File: src/rtl/sink_lookup_ctrl.sv
// Known-sink lookup sequencer: scans a NUM_SINKS-entry ID table one entry per clock per query.
// Optional macro SINK_SCAN_EARLY_EXIT_EN ends the scan at the first hit instead of always scanning all entries.
module sink_lookup_ctrl #(
    parameter int ID_W      = 5,
    parameter int NUM_SINKS = 10,
    parameter int IDX_W     = 4
) (
    input  logic             clock,
    input  logic             reset,
    input  logic             wr_en,
    input  logic [IDX_W-1:0] wr_idx,
    input  logic [ID_W-1:0]  wr_id,
    input  logic             clr_all,
    input  logic             query_valid,
    input  logic [ID_W-1:0]  query_id,
    output logic             query_ready,
    output logic             resp_valid,
    output logic             resp_hit,
    output logic [IDX_W-1:0] resp_idx,
    input  logic             resp_ready,
    output logic             busy
);

`ifdef SINK_SCAN_EARLY_EXIT_EN
    localparam bit EARLY_EXIT = 1'b1;
`else
    localparam bit EARLY_EXIT = 1'b0;
`endif

    localparam logic [IDX_W-1:0] LAST_IDX = IDX_W'(NUM_SINKS - 1);

    typedef enum logic [1:0] {ST_IDLE, ST_SCAN, ST_RESP} state_t;

    state_t                 state_q, state_d;
    logic [ID_W-1:0]        id_q [NUM_SINKS];
    logic [ID_W-1:0]        id_d [NUM_SINKS];
    logic [NUM_SINKS-1:0]   valid_q, valid_d;
    logic [ID_W-1:0]        query_q, query_d;
    logic [IDX_W-1:0]       ptr_q, ptr_d;
    logic                   hit_q, hit_d;
    logic [IDX_W-1:0]       idx_q, idx_d;
    logic                   entry_match;
    logic                   scan_last;

    assign entry_match = valid_q[ptr_q] && (id_q[ptr_q] == query_q);
    assign scan_last   = (ptr_q == LAST_IDX);

    // Table update; out-of-range write indices match no entry and are dropped.
    always_comb begin
        valid_d = valid_q;
        id_d    = id_q;
        if (clr_all) begin
            valid_d = '0;
        end else if (wr_en) begin
            for (int i = 0; i < NUM_SINKS; i++) begin
                if (wr_idx == IDX_W'(i)) begin
                    id_d[i]    = wr_id;
                    valid_d[i] = 1'b1;
                end
            end
        end
    end

    always_comb begin
        state_d = state_q;
        case (state_q)
            ST_IDLE: if (query_valid) state_d = ST_SCAN;
            ST_SCAN: if (scan_last || (EARLY_EXIT && entry_match)) state_d = ST_RESP;
            ST_RESP: if (resp_ready) state_d = ST_IDLE;
            default: state_d = ST_IDLE;
        endcase
    end

    // Scan datapath: hit_q/idx_q keep the first match and double as the response registers.
    always_comb begin
        query_d = query_q;
        ptr_d   = ptr_q;
        hit_d   = hit_q;
        idx_d   = idx_q;
        case (state_q)
            ST_IDLE: begin
                if (query_valid) begin
                    query_d = query_id;
                    ptr_d   = '0;
                    hit_d   = 1'b0;
                    idx_d   = '0;
                end
            end
            ST_SCAN: begin
                if (entry_match && !hit_q) begin
                    hit_d = 1'b1;
                    idx_d = ptr_q;
                end
                if (!scan_last) ptr_d = ptr_q + 1'b1;
            end
            default: ;
        endcase
    end

    always_comb begin
        query_ready = (state_q == ST_IDLE);
        resp_valid  = (state_q == ST_RESP);
        resp_hit    = (state_q == ST_RESP) && hit_q;
        resp_idx    = (state_q == ST_RESP) ? idx_q : '0;
        busy        = (state_q != ST_IDLE);
    end

    always_ff @(posedge clock) begin
        if (reset) begin
            state_q <= ST_IDLE;
            id_q    <= '{default: '0};
            valid_q <= '0;
            query_q <= '0;
            ptr_q   <= '0;
            hit_q   <= 1'b0;
            idx_q   <= '0;
        end else begin
            state_q <= state_d;
            id_q    <= id_d;
            valid_q <= valid_d;
            query_q <= query_d;
            ptr_q   <= ptr_d;
            hit_q   <= hit_d;
            idx_q   <= idx_d;
        end
    end

endmodule

File: config.mk
export PLATFORM = sky130hd
export DESIGN_NAME = sink_lookup_ctrl
export DESIGN_NICKNAME = d
export VERILOG_FILES = /design/src/rtl/sink_lookup_ctrl.sv
export SDC_FILE = /design/constraint.sdc
export NUM_CORES = 1
export LEC_CHECK = 0
export CORE_UTILIZATION = 30
export CTS_BUF_LIST = sky130_fd_sc_hd__clkbuf_2
export DETAILED_ROUTE_END_ITERATION = 10
export GPL_ROUTABILITY_DRIVEN = 0
export GPL_TIMING_DRIVEN = 0
export PLACE_DENSITY_LB_ADDON = 0.08
export SETUP_SLACK_MARGIN = 0.2
export SKIP_CTS_REPAIR_TIMING = 1
export SLEW_MARGIN = 20
export SYNTH_ARGS = -nofsm -noshare
export SYNTH_HDL_FRONTEND = slang
export SYNTH_SLANG_ARGS = --single-unit
File: constraint.sdc
create_clock -name clock -period 3.2 [get_ports clock]
set_input_delay 0.48 -clock clock [delete_from_list [all_inputs] [get_ports clock]]
set_output_delay 0.48 -clock clock [all_outputs]
set_load 0.01 [all_outputs]
## Yosys cells after proc, flatten, opt, wreduce, memory -nomap -nowiden

Cells that the tools add are included.

- $add $sub $neg: 1
- Multiplexer cells: 18
- Reductions and logical operators: 33
- Equal/unequal tests: 18
- Bitwise gates (word level): 2
- Order comparisons: 2

Operator list:

| cell | number |
|---|---|
| $reduce_and A3 Y1 | 13 |
| $reduce_and A2 Y1 | 11 |
| $bmux W5 S4 | 1 |
| $eq A4 B3 Y1 const B | 4 |
| $mux W4 | 4 |
| $pmux W4 S2 | 2 |
| $eq A4 B4 Y1 const B | 3 |
| $mux W5 | 2 |
| $eq A4 B2 Y1 const B | 2 |
| $ne A2 B2 Y1 const B | 4 |
| $mux W2 | 3 |
| $pmux W2 S3 | 1 |
| $eq A5 B5 Y1 | 1 |
| $ge A5 B5 Y1 const B | 1 |
| $lt A4 B5 Y1 const B | 1 |
| $not A4 Y5 | 1 |
| $add A4 B1 Y4 const B | 1 |
| $bmux W1 S4 | 1 |
| $eq A4 B1 Y1 const B | 1 |
| $logic_not A4 Y1 | 1 |
| $reduce_bool A2 Y1 | 2 |
| $logic_and A1 B1 Y1 | 3 |
| $mux W1 | 3 |
| $eq A2 B1 Y1 const B | 1 |
| other kinds (7) | 7 |

- Flip-flop bits (word level): 76
- Output and inout bits: 8
- Logic and storage cells: 99
- Input bits: 20

## Logic depth before layout (Yosys ltp)

- Word-level depth: 9
- Mapped depth: 10
- Mapped depth without buffers: 8

## Worst setup path before layout

Ideal clock, no wire load.

- Path type: register to register
- Start point: reg ptr_q[1]
- End point: reg hit_q
- Setup time: 0.070 ns
- Clock period less this slack: 2.346 ns
- Stages on the path, launching flop included: 9
- Required time: 3.130 ns
- Slack: 0.854 ns
- Path buffers: 2
- Arrival time: 2.276 ns
- Path through: dfxtp_1 buf_6 or3b_4 buf_6 o21a_4 a2111oi_4 o211ai_2 or4_1 a21oi_1

- Longest elaborated chain between the ends: 9
- Elaborated cells between the ends (all ways): 11
- Those cells by class: eq/ne (2); mux (5); bitwise (1); reduce/logical (3)

RTL lines:

| element | RTL line | source |
|---|---|---|
| start, declared | 39 | `logic [IDX_W-1:0] ptr_q, ptr_d;` |
| start signal, assigned | 122 | `ptr_q <= ptr_d;` |
| $not A4 Y5 (implied by the code) | 45 | `assign entry_match = valid_q[ptr_q] && (id_q[ptr_q] == query_q);` |
| $bmux W5 S4 | 45 |  |
| $mux W5 (implied by the code) (2 in a row) | 45 |  |
| $eq A5 B5 Y1 | 45 |  |
| $logic_and A1 B1 Y1 * | 45 |  |
| $logic_and A1 B1 Y1 * | 90 | `if (entry_match && !hit_q) begin` |
| $ne A2 B2 Y1 (no source line) * | -- |  |
| $reduce_and A3 Y1 (no source line) * | -- |  |
| end signal, assigned | 123 | `hit_q <= hit_d;` |
| end, declared | 40 | `logic hit_q, hit_d;` |

Mark *: on every way between the ends. The rest lies on a longest branch, timed or not. The select of a mux whose other input is x is not followed.
A chain may end at the register's enable or synchronous reset.

## Worst setup path in the final report

- Start point: reg ptr_q[0]
- End point: reg idx_q[3]

- Longest elaborated chain between the ends: 9
- Elaborated cells between the ends (all ways): 11
- Those cells by class: eq/ne (2); mux (5); bitwise (1); reduce/logical (3)

RTL lines:

| element | RTL line | source |
|---|---|---|
| $not A4 Y5 (implied by the code) | 45 |  |
| $bmux W5 S4 | 45 |  |
| $mux W5 (implied by the code) (2 in a row) | 45 |  |
| $eq A5 B5 Y1 | 45 |  |
| $logic_and A1 B1 Y1 * | 45 |  |
| $logic_and A1 B1 Y1 * | 90 |  |
| $ne A2 B2 Y1 (no source line) * | -- |  |
| $reduce_and A3 Y1 (no source line) * | -- |  |
| end signal, assigned | 124 | `idx_q <= idx_d;` |
| end, declared | 41 | `logic [IDX_W-1:0] idx_q, idx_d;` |

Marks and branches as above.

==> impl_metrics.toml <==
[drt]
count_of_routing_violations_after_the_opening_detailed_route_iteration = 208
route.detailed.drc = 5
routed-via-count = 3156
route.detailed.vias_per_inst = 5.12
wl_um = 11100
drt-wirelength-per-cell_um = 18.0
1st_pass_router_iterations = 8
ant_nets = 0

[floorplanning]
rows = 39
die_area_um2 = 12500
floorplan.die.width_um = 112
design.core.area_um2 = 11600
floorplan.die.height_um = 112
floorplan.initialDensity_pct = 31.2
floorplan.io_pins = 28

[yosys]
synth-warning-count = 0
synth-seq-cells = 76
async_flop_share_pct = 0
syn_nets = 457
netlist-cell-type-count = 43
edff_count_synth = 0
mean_syn_cell_area_um2 = 8.28
synth_area_um2 = 3600
postSynthCellCount = 435
synthFlopType = "sky130_fd_sc_hd__dfxtp_1"
proportion_of_synthesized_chip_area_in_sequential_cells_pct = 42.2

[power]
p_clk_share_pct = 29.0
p_leak_nw = 1.34
cellInternalPower_mw = 1.12
comb_pwr_share_pct = 10.8
p_per_area_nw_per_um2 = 394
sequentialPowerShare_pct = 60.1
power_switching_uw = 489
p_sw_share_pct = 30.3
power.ir.vdd_worst_uv = 143

[run_status]
failed_checks = "DRC"
run_status = "finished, violations left"

[grt]
grt_antenna_before_repair = 0
global_route.overflow_total = 0
global_route.usage.total_pct = 18.7
wire_length_of_the_first_global_routing_pass_um = 17600
globalRouteMet2Util_pct = 30.1
grt_util_met3_pct = 2.99
top_usage_layer = "met2"
first_global_vias = 2972
met1_layer_usage_reported_by_global_route_pct = 26.2
grt_max_degree = 14

[timing]
rsz0062_at_grt = "no"
final.hold.worst_slack_ns = 0.385
finalClockSkew_ns = 0.0268
report.final.slew_viol_count = 0
relSlewSlack_pct = 39.3
final.period_utilization_pct = 86.2
setup_tns_ns = 0
setup_viol = 0
hold_viol_final = 0
post-route-min-period_ns = 2.76
max_freq_mhz = 362
worst_slew_pin_slew_ns = 0.908

[clock_network]
cts-buffers-inserted = 9
h-tree-depth = 3
clk-insertion-delay-late_ns = 0.55
ctsRootBufferMaster = "sky130_fd_sc_hd__clkbuf_2"
cts.reportedPaths.clkPinSlew_ns = 0.23
cts_buffer_depth = 2
clock_sink_count = 76
cts_tree = "done"

[placed_design]
half_perimeter_wire_length_after_detailed_placement_um = 7840
dp.cells = 600
numPortBuffers = 22

[finish]
fraction_of_final_layout_cells_with_drive_strength_greater_than_1_pct = 8.67
fin_nets = 490
flow.area_growth_from_synthesis_pct = 13.6
layout_common_cells = "sky130_fd_sc_hd__nand2_1 (80), sky130_fd_sc_hd__dfxtp_1 (76), sky130_fd_sc_hd__a21oi_1 (65), sky130_fd_sc_hd__nand3_1 (49), sky130_fd_sc_hd__nor2_1 (31)"
final_common_cell = "sky130_fd_sc_hd__nand2_1"
final_cells = 616
diodes = 0

[setup_path]
worstPathArrival_ns = 3.25
startpoint_type = "register"
worstPathMaxFanout = 10
timing.critical_path.to_type = "register"
worst-r2r-setup-slack_ns = 0.44
end_of_the_worst_register_to_register_path = "idx_q[3]"
critPathRequiredTime_ns = 3.69
crit_type = "reg2reg"
critPathCapture = "idx_q[3]"
timing.critical_path.from = "ptr_q[0]"
reg2regPathDepth = 8
worst_r2r_startpoint = "ptr_q[0]"

[hold_path]
worst_hold_startpoint = "wr_id[3]"
hold_class = "in2reg"

[job]
max-cap-violations = 0
[cells in the mapped netlist, drive strengths merged (2+ instances only)]
master	n	area (um2)
nand2	80	300
dfxtp	76	1520
a21oi	65	325
nand3	49	245
nor2	31	116
clkbuf	28	105
mux2i	18	180
nor3	12	60.1
mux2	9	101
mux4	8	195
and2	7	43.8
buf	7	50.1
inv	5	18.8
nor2b	5	31.3
o21ai	5	25.0
a31oi	3	18.8
o221ai	3	26.3
ha	2	25.0
nand2b	2	12.5
nor4	2	27.5
or2	2	12.5
[logic make-up (layout without fill, tap and decap cells)]
group	Yosys count	after routing	synth area share, %
AOI/OAI and AO/OA	85	85	13.8
and+or+nand+nor	196	196	25.0
buffers and inverters	40	78	4.83
muxes	35	35	13.2
xor gates and xnor gates	1	1	0.243
adders and majority gates	2	2	0.694
DFF	76	76	42.2
[sequential cells by signal (all words and copies together), names as in the netlist]
register and count:
state_q 2, ptr_q 4, hit_q 1, valid_q 10, query_q 5, idx_q 4
id_q 50
[per-layer routing]
layer,wire length [um],share of wire (%)
met5,0,0
met4,119,1.1
met3,384,3.5
met2,5020,45
met1,5540,50
[power groups by stage]
| stage | sequential (mW) | clock [mW] | combinational (mW) |
|---|---|---|---|
| 3_3_place_gp | 0.989 | 0 | 0.176 |
| 4_1_cts | 0.971 | 0.488 | 0.176 |
| 5_1_grt | 0.973 | 0.523 | 0.192 |
| 2_1_floorplan | 0.986 | 0 | 0.104 |
| 3_5_place_dp | 0.989 | 0 | 0.175 |
| 6_report | 0.970 | 0.469 | 0.175 |
[layout make-up]
| type | count | area, um2 |
|---|---|---|
| inverters | 5 | 18.8 |
| fillers | 1274 | 7470 |
| multi-input cells | 319 | 1910 |
| well taps | 143 | 179 |
| plain buffers | 35 | 158 |
| flip-flops and latches | 76 | 1520 |
| clock buffers | 10 | 50.0 |
| clock inverters | 6 | 40.0 |
| repair buffers | 22 | 220 |
[critical path: stages, from the launching register on]
cell	delay, ns
sky130_fd_sc_hd__dfxtp_1	0.43
sky130_fd_sc_hd__buf_2	0.29
sky130_fd_sc_hd__clkbuf_4	0.34
sky130_fd_sc_hd__mux2i_1	0.33
sky130_fd_sc_hd__nor3_1	0.08
sky130_fd_sc_hd__nor4_1	0.35
sky130_fd_sc_hd__o211ai_2	0.18
sky130_fd_sc_hd__nor4_4	0.45
sky130_fd_sc_hd__mux2i_1	0.24
[worst min-delay path by stage]
stage,end,depth (start not counted)
floorplan,valid_q[8],2
global route,id_q[38],3
global placement,id_q[22],2
detailed placement,id_q[19],2
CTS,id_q[38],3
finish,id_q[48],3
[per-stage QoR]
stage / area (um2) / worst slack (ns) / total power, mW / utilization, %
global route: 4100 / 0.201 / 1.69 / 35.4
global placement: 4000 / 0.413 / 1.16 / 34.6
CTS: 4090 / 0.318 / 1.63 / 35.4
floorplan: 3600 / 0.854 / 1.09 / -
finish: 4100 / 0.440 / 1.61 / 35.4
detailed placement: 4000 / 0.388 / 1.16 / 34.6
Power figures use the tool's default switching activity.
